### src/rtl/riscv_axi_rd_arb.sv
// riscv_axi_rd_arb: shares one AXI4 read channel between the EXU (index 0) and
// the IFU (index 1). AR is round-robin arbitrated through a two-state FSM, ARID
// carries the requester index, and R beats are routed back by RID. Each
// requester has its own outstanding-read counter, which throttles that
// requester only. Reads are always single-beat.
//
// state | meaning
// ------+----------------------------------------------------------------
// IDLE  | no AR pending; accept a grant from an eligible requester
// ISSUE | m_arvalid high with latched addr/prot/id; wait for m_arready

module riscv_axi_rd_arb #(
    parameter int ADDR_W  = 32,
    parameter int DATA_W  = 32,
    parameter int ID_W    = 4,
    parameter int MAX_OUT = 4,
    localparam int CW     = $clog2(MAX_OUT + 1)
) (
    input  logic                ACLK,
    input  logic                ARESETn,
    input  logic [1:0]          req_arvalid,
    output logic [1:0]          req_arready,
    input  logic [2*ADDR_W-1:0] req_araddr,
    input  logic [5:0]          req_arprot,
    output logic [1:0]          req_rvalid,
    input  logic [1:0]          req_rready,
    output logic [DATA_W-1:0]   req_rdata,
    output logic [1:0]          req_rresp,
    output logic                m_arvalid,
    input  logic                m_arready,
    output logic [ADDR_W-1:0]   m_araddr,
    output logic [2:0]          m_arprot,
    output logic [ID_W-1:0]     m_arid,
    output logic [7:0]          m_arlen,
    output logic [2:0]          m_arsize,
    output logic [1:0]          m_arburst,
    input  logic                m_rvalid,
    output logic                m_rready,
    input  logic [ID_W-1:0]     m_rid,
    input  logic [DATA_W-1:0]   m_rdata,
    input  logic [1:0]          m_rresp,
    input  logic                m_rlast,
    output logic [2*CW-1:0]     outstanding,
    output logic                err
);

    typedef enum logic {IDLE, ISSUE} state_t;

    localparam logic [CW-1:0] MAX_CNT = CW'(MAX_OUT);

    state_t              state_q;
    logic                m_arvalid_q;
    logic [ADDR_W-1:0]   m_araddr_q;
    logic [2:0]          m_arprot_q;
    logic [ID_W-1:0]     m_arid_q;
    logic                gnt_q;
    logic                rr_ptr_q;
    logic [1:0][CW-1:0]  cnt_q, cnt_d;
    logic                err_q, err_d;

    logic [1:0] elig;
    logic       gnt_any;
    logic       gnt_idx;
    logic       ar_hs;
    logic       r_own;
    logic       r_ok;
    logic       r_hs;

    assign elig[0] = req_arvalid[0] && (cnt_q[0] < MAX_CNT);
    assign elig[1] = req_arvalid[1] && (cnt_q[1] < MAX_CNT);
    // Grant is gated by reset so req_arready reads 0 while reset is held.
    assign gnt_any = ARESETn && (state_q == IDLE) && (|elig);
    assign gnt_idx = (&elig) ? rr_ptr_q : elig[1];
    assign req_arready = gnt_any ? (gnt_idx ? 2'b10 : 2'b01) : 2'b00;

    assign ar_hs = m_arvalid_q && m_arready;

    assign m_arvalid = m_arvalid_q;
    assign m_araddr  = m_araddr_q;
    assign m_arprot  = m_arprot_q;
    assign m_arid    = m_arid_q;
    assign m_arlen   = 8'd0;
    assign m_arsize  = 3'($clog2(DATA_W / 8));
    assign m_arburst = 2'b01;

    // Upper RID bits must be zero; a shift keeps this valid when ID_W is 1.
    assign r_own = m_rid[0];
    assign r_ok  = ((m_rid >> 1) == '0) && (cnt_q[r_own] != '0);

    assign req_rdata = m_rdata;
    assign req_rresp = m_rresp;

    // Route R to its owner; unexpected beats are sunk so the slave never stalls.
    always_comb begin
        req_rvalid = 2'b00;
        m_rready   = 1'b1;
        if (r_ok) begin
            req_rvalid[r_own] = m_rvalid;
            m_rready          = req_rready[r_own];
        end
    end

    assign r_hs = m_rvalid && m_rready;

    // Next counter values: simultaneous issue and completion cancel out.
    always_comb begin
        for (int i = 0; i < 2; i++) begin
            cnt_d[i] = cnt_q[i];
            if (ar_hs && (gnt_q == 1'(i)) && !(r_hs && r_ok && (r_own == 1'(i)))) begin
                if (cnt_q[i] != MAX_CNT) cnt_d[i] = cnt_q[i] + 1'b1;
            end else if (r_hs && r_ok && (r_own == 1'(i)) && !(ar_hs && (gnt_q == 1'(i)))) begin
                if (cnt_q[i] != '0) cnt_d[i] = cnt_q[i] - 1'b1;
            end
        end
    end

    assign err_d = err_q || (m_rvalid && !r_ok) || (r_hs && !m_rlast);

    // AR FSM: latch the winner's request in IDLE, hold it on the bus in ISSUE.
    always_ff @(posedge ACLK or negedge ARESETn) begin
        if (!ARESETn) begin
            state_q     <= IDLE;
            m_arvalid_q <= 1'b0;
            m_araddr_q  <= '0;
            m_arprot_q  <= '0;
            m_arid_q    <= '0;
            gnt_q       <= 1'b0;
            rr_ptr_q    <= 1'b0;
        end else begin
            case (state_q)
                IDLE: begin
                    if (gnt_any) begin
                        m_araddr_q  <= gnt_idx ? req_araddr[2*ADDR_W-1:ADDR_W] : req_araddr[ADDR_W-1:0];
                        m_arprot_q  <= gnt_idx ? req_arprot[5:3] : req_arprot[2:0];
                        m_arid_q    <= ID_W'(gnt_idx);
                        gnt_q       <= gnt_idx;
                        m_arvalid_q <= 1'b1;
                        state_q     <= ISSUE;
                    end
                end
                ISSUE: begin
                    if (m_arready) begin
                        m_arvalid_q <= 1'b0;
                        rr_ptr_q    <= ~gnt_q;
                        state_q     <= IDLE;
                    end
                end
                default: state_q <= IDLE;
            endcase
        end
    end

    // Outstanding counters and the sticky error flag.
    always_ff @(posedge ACLK or negedge ARESETn) begin
        if (!ARESETn) begin
            cnt_q <= '0;
            err_q <= 1'b0;
        end else begin
            cnt_q <= cnt_d;
            err_q <= err_d;
        end
    end

    assign outstanding = cnt_q;
    assign err         = err_q;

endmodule

### config.mk
export PLATFORM = sky130hd
export DESIGN_NAME = riscv_axi_rd_arb
export DESIGN_NICKNAME = d
export VERILOG_FILES = /design/src/rtl/riscv_axi_rd_arb.sv
export SDC_FILE = /design/constraint.sdc
export NUM_CORES = 1
export LEC_CHECK = 0
export BUFFER_PORTS_ARGS = -buffer_cell sky130_fd_sc_hd__buf_4
export CAP_MARGIN = 20
export CORE_UTILIZATION = 40
export CTS_CLUSTER_SIZE = 25
export DETAILED_ROUTE_END_ITERATION = 16
export PLACE_DENSITY = 0.82
export SYNTH_ARGS = -nofsm -noshare
export SYNTH_HDL_FRONTEND = slang
export SYNTH_SLANG_ARGS = --single-unit
### constraint.sdc
create_clock -name ACLK -period 2.8 [get_ports ACLK]
set_input_delay 0.56 -clock ACLK [delete_from_list [all_inputs] [get_ports ACLK]]
set_output_delay 0.56 -clock ACLK [all_outputs]
set_load 0.02 [all_outputs]
### Yosys cells after proc, flatten, opt, wreduce, memory -nomap -nowiden

Cells that the tools add are included.

| word-level totals | value |
|---|---|
| input port bits | 117 |
| output and inout port bits | 99 |
| flip-flop bits (word level) | 46 |
| word-level logic and storage cells | 96 |

| operators by class | value |
|---|---|
| multiplexer cells | 27 |
| $lt $le $gt $ge | 4 |
| $add $sub $neg | 4 |
| bitwise gates (word level) | 4 |
| reductions and logical operators | 42 |
| eq/ne operators | 6 |

Operators by type and width:

| cell | count |
|---|---|
| $mux 3 | 11 |
| $mux 32 | 1 |
| $logic_and 1x1->1 | 19 |
| $mux 1 | 9 |
| $reduce_bool 3->1 | 3 |
| $reduce_and 2->1 | 4 |
| $reduce_bool 2->1 | 4 |
| $add 3x1->3 const B | 2 |
| $logic_not 1->1 | 6 |
| $lt 3x3->1 const B | 2 |
| $mux 2 | 3 |
| $ne 3x3->1 const B | 2 |
| $reduce_and 3->1 | 2 |
| $sub 3x1->3 const B | 2 |
| $logic_not 4->1 | 1 |
| $ne 2x1->1 const B | 2 |
| $ne 2x2->1 const B | 2 |
| $pmux 1 s2 | 2 |
| $not 1->1 | 3 |
| $and 2x2->2 | 1 |
| $logic_or 1x1->1 | 2 |
| $lt 1x2->1 const B | 1 |
| $reduce_or 2->1 | 1 |
| $demux 1 s1 | 1 |
| $ge 1x1->1 const B | 1 |

### Longest topological paths before layout

Gate-level depths: netlist of the first run.

| depth | value |
|---|---|
| depth in word-level cells | 12 |
| gate-level depth with buffers | 9 |
| depth with buffers taken out | 9 |

### Worst setup path before layout of the first run

Ideal clock, no wire load.

| path | value |
|---|---|
| path type | register -> register |
| from | reg cnt_q (netlist bit outstanding[2]) |
| to | reg cnt_q (netlist bit outstanding[2]) |
| period minus slack after synthesis | 2292 ps |
| setup time | 78 ps |
| stages on the path, launching flop included | 10 |
| required time | 2722 ps |
| path buffers | 1 |
| arrival time | 2214 ps |
| path slack | 508 ps |
| cell sequence | dfrtp_1 buf_6 or3_1 nand4_1 ha_1 inv_1 fa_1 or2_2 o21ai_0 o2bb2ai_1 |

| on the way | value |
|---|---|
| cells in the longest elaborated chain, start to end | 12 |
| elaborated cells between the ends (all ways) | 23 |
| those cells by class | add/sub (2); eq/ne (2); mux (7); reduce/logical (12) |

Ends and longest elaborated chain:

| what | RTL line | RTL |
|---|---|---|
| from (decl) | 58 | `logic [1:0][CW-1:0] cnt_q, cnt_d;` |
| from (signal assigned) | 159 | `cnt_q <= cnt_d;` |
| $mux 3 (not written as such) (2 in a row) | 88 | `assign r_ok = ((m_rid >> 1) == '0) && (cnt_q[r_own] != '0);` |
| $reduce_bool 3->1 | 88 |  |
| $logic_and 1x1->1 | 88 |  |
| $mux 1 | 97 | `if (r_ok) begin` |
| $logic_and 1x1->1 | 103 | `assign r_hs = m_rvalid && m_rready;` |
| $logic_and 1x1->1 (2 in a row) | 109, 111 |  |
| $logic_not 1->1 | 109 | `if (ar_hs && (gnt_q == 1'(i)) && !(r_hs && r_ok && (r_own == 1'(i)))) begin` |
| $logic_and 1x1->1 | 109 |  |
| $ne 2x1->1 (no source line) or $reduce_bool 2->1 (tied branches) | -- |  |
| $reduce_and 3->1 (no source line) | -- |  |

Several ways; a longest one is shown, not always the timed one. The select of a mux whose other input is x is not followed.
A chain may end at the register's enable or synchronous reset.

### Worst setup path after layout of the first run

| path | value |
|---|---|
| from | reg cnt_q (netlist bit outstanding[0]) |
| to | reg cnt_q (netlist bit outstanding[2]) |

The elaborated chain is that of the path after synthesis.

==> results of run 1 <==
cell type report:
| class | instances | area share [%] |
|---|---|---|
| sequential | 46 | 33.00 |
| multi-input combinational | 151 | 30.81 |
| timing repair buffer | 136 | 29.63 |
| tap | 77 | 2.762 |
| clock buffer | 5 | 1.973 |
| inverter | 12 | 1.291 |
| clock inverter | 3 | 0.5380 |
cell families (layout without fill, tap and decap cells):
| kind of cell | Yosys count | after routing | synth area share (%) |
|---|---|---|---|
| AO/OA/AOI/OAI | 57 | 57 | 18.39 |
| XOR/XNOR | 2 | 2 | 0.6519 |
| adder cells (fa/ha/maj) | 4 | 4 | 2.421 |
| buffers and inverters | 78 | 156 | 19.55 |
| flip-flops | 46 | 46 | 42.83 |
| multiplexers | 2 | 2 | 0.8379 |
| other | 2 | 16 | 0.2794 |
| AND/OR/NAND/NOR | 70 | 70 | 15.04 |
synth_stat cells (3+ instances only):
cell       n
buf_4     51
dfrtp_1   46
and3_1    36
a221o_1   35
inv_1     12
nand2_1    8
a21oi_1    7
clkbuf_1   7
nor2_1     6
buf_6      5
nor2b_1    4
o21ai_0    4
buf_2      3
nor3_1     3
per-stage QoR:
stage / instance area [µm²] / hold WS (ps) / setup WS, ps / utilization, %
after floorplan: 2740 / 264.4 / 508.3 / -
after global placement: 3401 / 464.0 / 407.6 / 52.95
after detailed placement: 3401 / 467.0 / 352.7 / 52.95
after CTS: 3488 / 127.1 / 415.1 / 54.32
after global routing: 3488 / 132.3 / 275.0 / 54.32
final: 3488 / 129.8 / 413.4 / 54.32
metal layers:
layer,up-vias,part of all wire [%]
met1,1107,39
met3,8,6.7
li1,1069,-
met4,0,0.80
met2,116,53
met5,-,0
worst min-delay path by stage:
stage,start,to,slack (ps),cells after the start
2_1_floorplan,ARESETn,err$_DFF_PN0_,260,0
3_3_place_gp,ARESETn,m_arprot[2]$_DFFE_PN0P_,460,1
3_5_place_dp,ARESETn,m_arprot[2]$_DFFE_PN0P_,470,1
4_1_cts,ARESETn,m_arprot[2]$_DFFE_PN0P_,130,1
5_1_grt,ARESETn,state_q$_DFF_PN0_,130,1
6_report,ARESETn,m_araddr[28]$_DFFE_PN0P_,130,1
sequential cells by signal (all words and copies together) (netlist names):
| name | flops |
|---|---|
| err | 1 |
| m_araddr | 32 |
| m_arid | 1 |
| m_arprot | 3 |
| m_arvalid | 1 |
| outstanding | 6 |
| rr_ptr_q | 1 |
| state_q | 1 |
power groups by stage:
stage | combinational (W) | clock [W] | sequential [W]
after global placement | 0.00175 | 0 | 0.00123
after global routing | 0.00192 | 0.000450 | 0.00128
final | 0.00180 | 0.000409 | 0.00123
after floorplan | 0.000829 | 0 | 0.00154
after CTS | 0.00181 | 0.000427 | 0.00124
after detailed placement | 0.00181 | 0 | 0.00124
critical path, cell delays in order, from the launching register on:
cell	delay (ps)
dfrtp_1	470
or3_1	420
nand4_1	110
ha_1	240
inv_1	80
fa_1	410
or2_2	300
o21ai_0	150
o2bb2ai_1	130
==> out/results.ini, run 1 <==
[finish]
stdcell_count=430
drive_above_1_share_pct=42.21
regArea_um2=1151
mostFrequentLayoutCells=buf_4 (135), dfrtp_1 (46), and3_1 (36), a221o_1 (35), conb_1 (16)
layout_commonest_cell=buf_4
syn_to_final_growth_pct=29.80
antenna_cells=0
fin_nets=473
multiInputGateArea_um2=1075
fillCellCount=587

[yosys]
synth_seq_cells=46
synth-async-reset-ratio_pct=100.0
ys_seq_area_share_pct=42.83
postSynthAreaPerCell_um2=10.30
postSynthCellCount=261
synth_cell_types=36
ys.flop_type=dfrtp_1
synth_edf_count=0
synthTopCellsByArea=dfrtp_1 (43%), buf_4 (14%), a221o_1 (13%)
ys_warn_count=0
synthesis.area_um2=2688
yosysTopAreaCell=dfrtp_1
yosysTopAreaCellShare_pct=42.83

[worst_setup_path]
regToRegSetupSlack_ps=410
crit_type=reg -> reg
r2r_start=outstanding[0]$_DFFE_PN0P_
startpoint_type=flip-flop
crit_arrival_ps=2610
critPathMaxFanout=7
r2r_cells=8
end_kind=flip-flop
crit_path_start=outstanding[0]$_DFFE_PN0P_
cp.required_ps=3020
cp-endpoint=outstanding[2]$_DFFE_PN0P_
timing.rr.end=outstanding[2]$_DFFE_PN0P_

[outcome]
violations=design-rule violations
status=finished, violations left

[clock_tree]
htreeDepth=2
hold_buffers=0
cts_tree=yes
path_clk_slew_ps=90
cts_sinks=46
cts_buffers=5
cts-root-buf=clkbuf_8
worstSkewPairLatency_ps=300
cts-resized-gates=0
post_cts_buffers=0
clockBufferDepth=2

[placement]
dp.cells=422
port_buffers=131
place.gp.congestion=0.7896
hpwl_um=5353

[floorplanning]
fp.coreArea_um2=6422
die_area_um2=7051
rows=29
die_w_um=83.97
pin_count=216
dieHeight_um=83.97
initial_utilization_pct=41.85

[global_routing]
met1_usage_pct=22.92
grt_pass1_vias=2417
use_met3_pct=5.045
grt_start_max_net_pins=37
top_usage_layer=met2
grt_usage_pct=20.52
use_met2_pct=38.90
antenna_found_initial=0
grt_overflow=0
grt_first_pass_wirelength_um=11500

[power]
power.density_nw_per_um2=985.9
seqPwrFrac_pct=35.9
p_sw_share_pct=41.36
ir_worst_vdd_mv=0.4800
power_frac_comb_pct=52.2
total_power_w=0.003439
internal-power_w=0.002017
pwr-share-clk_pct=11.9
p_sw_w=0.001422
p_leak_nw=1.870

[routing]
routed_wl_um=7239
vias_per_cell=5.349
drc_errors=23
drt-wirelength-per-cell_um=16.83
ant_nets=0
vias=2300
drt_iter0_drc=97
firstDrtPassIters=10

[sta]
drv_slew=0
setup_violations=0
relSlewSlack_pct=58.54
rsz0062_at_grt=no
hold_viol_final=0
worst_pin_slew_ps=619.6
clock-skew-final_ps=11.13
period_share_pct=85.23
fin_crit_ps=2387
fmax_ghz=0.4190
tns_ps=0

[flow_run]
maxCapViolCount=0

[min_path]
hold_class=in -> async

No activity file was read; power rests on OpenSTA's default activity.
==> run 2: changes to the inputs <==
ABC_AREA = 1   (was not set)
CORE_ASPECT_RATIO = 1.75   (was not set)
CORE_UTILIZATION = 41   (was 40)
PLACE_DENSITY = 0.81   (was 0.82)
==> run 2 against run 1 <==
  * The flow now finishes without violations
  * Global-route usage is 0.62 points lower
  * Register-to-register slack better by 370 ps
  * Sequential share of layout area is 2.8 points lower
  * First-iteration DRC count is 24% lower
  * Critical endpoint is now req_arready[0]
  * Largest cell class is now multi-input combinational cells
  * Utilization is 1.3 points lower
  * Worst hold slack better by 280 ps
  * Largest power group unchanged
  * Cell count is 38% higher
  * Synthesized area is 12% higher
  * Critical path type is now reg -> out
  * Highest routed layer unchanged
==> out/results.ini, run 2 <==
[outcome]
status=finished clean  ; was finished, violations left

[flow_run]
maxCapViolCount=0  ; unchanged

[global_routing]
grt_start_max_net_pins=47  ; was 37
grt_first_pass_wirelength_um=11790  ; was 11500 µm
grt_usage_pct=19.90  ; was 20.52%
antenna_found_initial=0  ; unchanged
grt_overflow=0  ; unchanged
grt_pass1_vias=2749  ; was 2417

[yosys]
ys_top_cells_by_count=nand2_1 (218), buf_4 (56), dfrtp_1 (46)  ; was buf_4 (51), dfrtp_1 (46), and3_1 (36)
postSynthAreaPerCell_um2=7.266  ; was 10.30 µm²
synthesis.area_um2=3015  ; was 2688 µm²
yosysTopAreaCellShare_pct=38.17  ; was 42.83%
ys.flop_type=dfrtp_1  ; unchanged
ys_warn_count=0  ; unchanged
postSynthCellCount=415  ; was 261
synth_cell_types=27  ; was 36
ys_seq_area_share_pct=38.17  ; was 42.83%
synthTopCellsByArea=dfrtp_1 (38%), nand2_1 (27%), buf_4 (14%)  ; was dfrtp_1 (43%), buf_4 (14%), a221o_1 (13%)
synth_most_common_cell=nand2_1  ; was buf_4
synth_seq_cells=46  ; unchanged
synth-async-reset-ratio_pct=100.0  ; unchanged
yosysTopAreaCell=dfrtp_1  ; unchanged
synth_edf_count=0  ; unchanged

[finish]
final_util_pct=53.00  ; was 54.32%
syn_to_final_growth_pct=26.22  ; was 29.80%
layout_commonest_cell=nand2_1  ; was buf_4
stdcell_count=593  ; was 430
stdcell_area_um2=3806  ; was 3488 µm²
fin_nets=628  ; was 473
mostFrequentLayoutCells=nand2_1 (218), buf_4 (135), dfrtp_1 (46), nand2_2 (29), inv_1 (19)  ; was buf_4 (135), dfrtp_1 (46), and3_1 (36), a221o_1 (35), conb_1 (16)
antenna_cells=0  ; unchanged
drive_above_1_share_pct=35.31  ; was 42.21%
largest_register_ffs=32  ; unchanged
fillCellCount=727  ; was 587

[power]
p_leak_nw=2.256  ; was 1.870 nW
power.density_nw_per_um2=963.4  ; was 985.9 nW/µm²
ir_worst_vdd_mv=0.4004  ; was 0.4800 mV

[placement]
hpwl_um=5720  ; was 5353 µm
place.gp.congestion=0.8061  ; was 0.7896
place_area_um2=3674  ; was 3401 µm²
dp.cells=586  ; was 422
port_buffers=131  ; unchanged

[routing]
drt_iter0_drc=74  ; was 97
drt-wirelength-per-cell_um=12.21  ; was 16.83 µm
ant_nets=0  ; unchanged
drc_errors=0  ; was 23
routed_wl_um=7238  ; was 7239 µm
vias=2752  ; was 2300
firstDrtPassIters=6  ; was 10
vias_per_cell=4.641  ; was 5.349

[sta]
hold_viol_final=0  ; unchanged
fmax_ghz=0.4372  ; was 0.4190 GHz
fin_crit_ps=2287  ; was 2387 ps
clock-skew-final_ps=4.881  ; was 11.13 ps
drv_slew=0  ; unchanged
worst_pin_slew_ps=577.0  ; was 619.6 ps
rsz0062_at_grt=no  ; unchanged
setup_violations=0  ; unchanged
tns_ps=0  ; unchanged
relSlewSlack_pct=61.53  ; was 58.54%
period_share_pct=81.69  ; was 85.23%

[floorplanning]
fp.coreArea_um2=7182  ; was 6422 µm²
dieHeight_um=115.4  ; was 83.97 µm
pin_count=216  ; unchanged
initial_utilization_pct=41.99  ; was 41.85%
rows=41  ; was 29
die_area_um2=7715  ; was 7051 µm²
die_w_um=66.83  ; was 83.97 µm

[clock_tree]
cts_buffers=5  ; unchanged
path_clk_slew_ps=60  ; was 90 ps
cts-resized-gates=0  ; unchanged
hold_buffers=0  ; unchanged
cts-root-buf=clkbuf_16  ; was clkbuf_8
clockBufferDepth=2  ; unchanged
cts_sinks=46  ; unchanged
cts_tree=yes  ; unchanged
post_cts_buffers=0  ; unchanged
htreeDepth=2  ; unchanged
worstSkewPairLatency_ps=270  ; was 300 ps

[worst_setup_path]
cp.required_ps=2240  ; was 3020 ps
crit_type=reg -> out  ; was reg -> reg
crit_arrival_ps=1730  ; was 2610 ps
startpoint_type=flip-flop  ; unchanged
critPathMaxFanout=37  ; was 7
end_kind=output port  ; was flip-flop

[min_path]
hold_class=in -> async  ; unchanged

==> run 2: changes by cell type in the layout (fill, tap and decap cells not counted), sizes merged, moves of 3 or more <==
| cell | before | now |
|---|---|---|
| nor2 | 6 | 9 |
| a21oi | 7 | 2 |
| nand2 | 8 | 248 |
| and3 | 36 | 0 |
| nor3 | 3 | 6 |
| a221o | 35 | 0 |
| inv | 13 | 22 |
| nor2b | 4 | 0 |
==> run 2: routing by layer <==
metal  GRT usage (%)  vias up  part of all wire (%)
li1                -     1355                     -
met1           19.52     1258                    34
met2           37.71      101                    57
met3           2.657       38                   4.4
met4           12.20        0                   4.9
met5               0        -                     0
==> run 2: logic make-up (layout without fill, tap and decap cells) <==
group / after synthesis / after routing / share of synthesized area [%]
simple gates: 269 / 269 / 37.39
buf+inv: 86 / 164 / 20.08
flops: 46 / 46 / 38.17
compound gates: 5 / 5 / 1.079
fa+ha+maj: 4 / 4 / 2.158
xor+xnor: 3 / 3 / 0.8715
other cells: 2 / 16 / 0.2491
==> run 2: critical path: stages (launching register included) <==
cell,delay [ps]
dfrtp_1,450
inv_2,100
nand3_2,80
nand2_4,350
inv_8,150
nor2_4,160
buf_4,150
==> run 2: path summary, 6_finish.rpt <==
kind | from | endpoint | slack, ps | depth (start not counted)
hold / removal | ARESETn | m_araddr[17]$_DFFE_PN0P_ | 400 | 2
min in group ACLK | m_araddr[24]$_DFFE_PN0P_ | m_araddr[24]$_DFFE_PN0P_ | 480 | 2
hold reg to reg | m_araddr[24]$_DFFE_PN0P_ | m_araddr[24]$_DFFE_PN0P_ | 480 | 2
setup / recovery | outstanding[2]$_DFFE_PN0P_ | req_arready[0] | 510 | 6
setup reg to reg | outstanding[3]$_DFFE_PN0P_ | outstanding[5]$_DFFE_PN0P_ | 780 | 13
max in group asynchronous | ARESETn | m_araddr[8]$_DFFE_PN0P_ | 2000 | 2
==> run 2: through the flow <==
step / setup slack (ps) / total power (W) / hold slack, ps
floorplan: 569.3 / 0.002517 / 264.4
global placement: 559.6 / 0.003089 / 465.6
detailed placement: 451.8 / 0.003152 / 465.8
CTS: 481.9 / 0.003720 / 425.9
global route: 391.1 / 0.003980 / 443.3
finish: 512.8 / 0.003667 / 405.0
==> run 2: layout make-up <==
| cell class | instances | area, µm² | area share, % |
|---|---|---|---|
| Multi-Input combinational cell | 297 | 1311 | 34.45 |
| Timing Repair Buffer | 135 | 1013 | 26.63 |
| Sequential cell | 46 | 1151 | 30.24 |
| Clock buffer | 7 | 132.6 | 3.485 |
| Inverter | 22 | 90.09 | 2.367 |
| Tap cell | 86 | 107.6 | 2.827 |
==> run 2: power breakdown <==
group / switching, W / leakage [nW] / internal [W] / total, W
registers: 0.000227 / 0.568 / 0.000968 / 0.00119
clock network: 0.000221 / 0.0640 / 0.000326 / 0.000547
logic: 0.00116 / 1.62 / 0.000769 / 0.00192
total: 0.00160 / 2.26 / 0.00206 / 0.00367
==> run 3: changes to the inputs <==
CORE_UTILIZATION = 37   (was 41)
PLACE_DENSITY = 0.77   (was 0.81)
clock period = 1.9 ns   (was 2.8 ns; I/O delays follow)
==> run 3 against run 2 <==
  * First-iteration DRC count grew 14%
  * Critical path depth grew 1
  * Worst setup slack lost 480 ps
  * Largest cell class unchanged
  * Clock skew grew 3.0 ps
  * Via count grew 3.5%
  * Critical path type unchanged
  * Worst hold slack lost 180 ps
  * Clock power grew 82%
  * Flip-flop and latch count is the same
  * Wire length grew 13%
==> out/results.ini, run 3 (synthesis gave the netlist of run 2 again) <==
[power]
ir_worst_vdd_mv=0.6794  ; was 0.4004 mV
power.density_nw_per_um2=1467  ; was 963.4 nW/µm²
p_leak_nw=2.380  ; was 2.256 nW

[global_routing]
grt_usage_pct=19.29  ; was 19.90%
grt_pass1_vias=2715  ; was 2749
grt_overflow=0  ; unchanged
antenna_found_initial=0  ; unchanged
grt_start_max_net_pins=47  ; unchanged
grt_first_pass_wirelength_um=12760  ; was 11790 µm

[outcome]
status=finished clean  ; unchanged

[worst_setup_path]
critPathMaxFanout=5  ; was 37
end_kind=output port  ; unchanged
cp.required_ps=1520  ; was 2240 ps
crit_arrival_ps=1490  ; was 1730 ps
worst-path-buf-inv=3  ; unchanged
cpPeakStageDelay_ps=400  ; was 450 ps
cp_cell_sequence=buf_4 > inv_2 > nand2_2 > o21ai_4 > nand3_4 > nor2_4 > buf_6  ; was inv_2 > nand3_2 > nand2_4 > inv_8 > nor2_4 > buf_4
cpMaxStageDelayCell=dfrtp_2  ; was dfrtp_1
crit_type=reg -> out  ; unchanged
startpoint_type=flip-flop  ; unchanged
critPathTopFamily=flip-flops  ; was simple AND/OR/NAND/NOR gates

[floorplanning]
rows=43  ; was 41
fp.coreArea_um2=7909  ; was 7182 µm²
die_area_um2=8529  ; was 7715 µm²
die_w_um=70.24  ; was 66.83 µm
dieHeight_um=121.4  ; was 115.4 µm
pin_count=216  ; unchanged
initial_utilization_pct=38.13  ; was 41.99%

[finish]
final_util_pct=51.70  ; was 53.00%
antenna_cells=0  ; unchanged
fin_nets=651  ; was 628
layout_commonest_cell=nand2_1  ; unchanged
syn_to_final_growth_pct=35.60  ; was 26.22%
largest_register_ffs=32  ; unchanged
mostFrequentLayoutCells=nand2_1 (215), buf_4 (157), dfrtp_1 (40), nand2_2 (32), inv_1 (18)  ; was nand2_1 (218), buf_4 (135), dfrtp_1 (46), nand2_2 (29), inv_1 (19)
drive_above_1_share_pct=41.62  ; was 35.31%

[sta]
holdWs_ps=220.4  ; was 405.0 ps
fmax_ghz=0.5361
setup_violations=0  ; unchanged
period_share_pct=98.17
hold_viol_final=0  ; unchanged
relSlewSlack_pct=60.15  ; was 61.53%
clock-skew-final_ps=7.835  ; was 4.881 ps
drv_slew=0  ; unchanged
fin_crit_ps=1865
worst_pin_slew_ps=597.7  ; was 577.0 ps
rsz0062_at_grt=yes  ; was no

[placement]
hpwl_um=6232  ; was 5720 µm
port_buffers=131  ; unchanged
place.gp.congestion=0.7580  ; was 0.8061

[routing]
vias_per_cell=4.588  ; was 4.641
routed_wl_um=8157  ; was 7238 µm
drt_iter0_drc=84  ; was 74
vias=2849  ; was 2752
drc_errors=0  ; unchanged
ant_nets=0  ; unchanged
firstDrtPassIters=4  ; was 6
drt-wirelength-per-cell_um=13.14  ; was 12.21 µm

[clock_tree]
cts_buffers=5  ; unchanged
cts-root-buf=clkbuf_16  ; unchanged
worstSkewPairLatency_ps=290  ; was 270 ps
cts_sinks=46  ; unchanged
htreeDepth=2  ; unchanged
hold_buffers=0  ; unchanged
clockBufferDepth=2  ; unchanged
cts_tree=yes  ; unchanged
path_clk_slew_ps=70  ; was 60 ps

[flow_run]
maxCapViolCount=0  ; unchanged

[min_path]
hold_class=in -> async  ; unchanged

[run 3: cell types whose count changed in the layout (fill, tap and decap cells not counted), moves of 2 or more]
cell,change
buf_4,+22
dfrtp_1,-6
dfrtp_2,+6
nand2_1,-3
nand2_2,+3
nor2_1,-2
nor2_4,+2
[run 3: stage by stage]
step,instance area (µm²),setup WS (ps),total power [W],TNS (ps),cells
2_1_floorplan,3090,-54.86,0.003742,-93.33,429
3_3_place_gp,3776,-1.308,0.004685,-1.308,600
3_5_place_dp,3776,-124.3,0.004809,-467.3,600
4_1_cts,3965,11.40,0.005854,0,610
5_1_grt,4089,-32.26,0.006412,-52.28,621
6_report,4089,34.70,0.005999,0,621
[run 3: layer usage]
metal / share of wire [%] / GRT usage (%) / up-vias
li1: - / - / 1401
met5: 0 / 0 / -
met4: 5.7 / 13.63 / 0
met2: 56 / 35.89 / 89
met1: 34 / 18.89 / 1318
met3: 4.3 / 2.990 / 41
[run 3: area by class of cell]
| cell class | count | area [µm²] |
|---|---|---|
| timing repair buffer | 158 | 1190 |
| inverter | 22 | 90.09 |
| tap | 90 | 112.6 |
| multi-input combinational | 297 | 1371 |
| clock inverter | 2 | 37.54 |
| sequential | 46 | 1159 |
| fill | 786 | 3820 |
| clock buffer | 6 | 128.9 |
[run 3: path summary, 6_finish.rpt]
kind,to,slack [ps],cells after the start,start
min reg2reg,err$_DFF_PN0_,480,2,err$_DFF_PN0_
min,m_araddr[24]$_DFFE_PN0P_,220,2,ARESETn
min in group ACLK,state_q$_DFF_PN0_,310,2,m_arready
max reg2reg,outstanding[5]$_DFFE_PN0P_,80,12,outstanding[0]$_DFFE_PN0P_
max,req_arready[0],30,7,outstanding[2]$_DFFE_PN0P_
max in group asynchronous,outstanding[2]$_DFFE_PN0P_,1240,2,ARESETn
[run 3: report_power, final]
part,switching [W],internal [W]
clock,0.000375,0.000621
sequential,0.000295,0.00144
combinational,0.00190,0.00137
[run 3: timing repair]
action | 4_1_cts | 5_1_grt
buffers inserted | 2 | 11
pin swaps | 1 | 6
gates resized for setup | 1 | 9
hold endpoints to repair | 0 | 0
setup endpoints to repair | 2 | 7
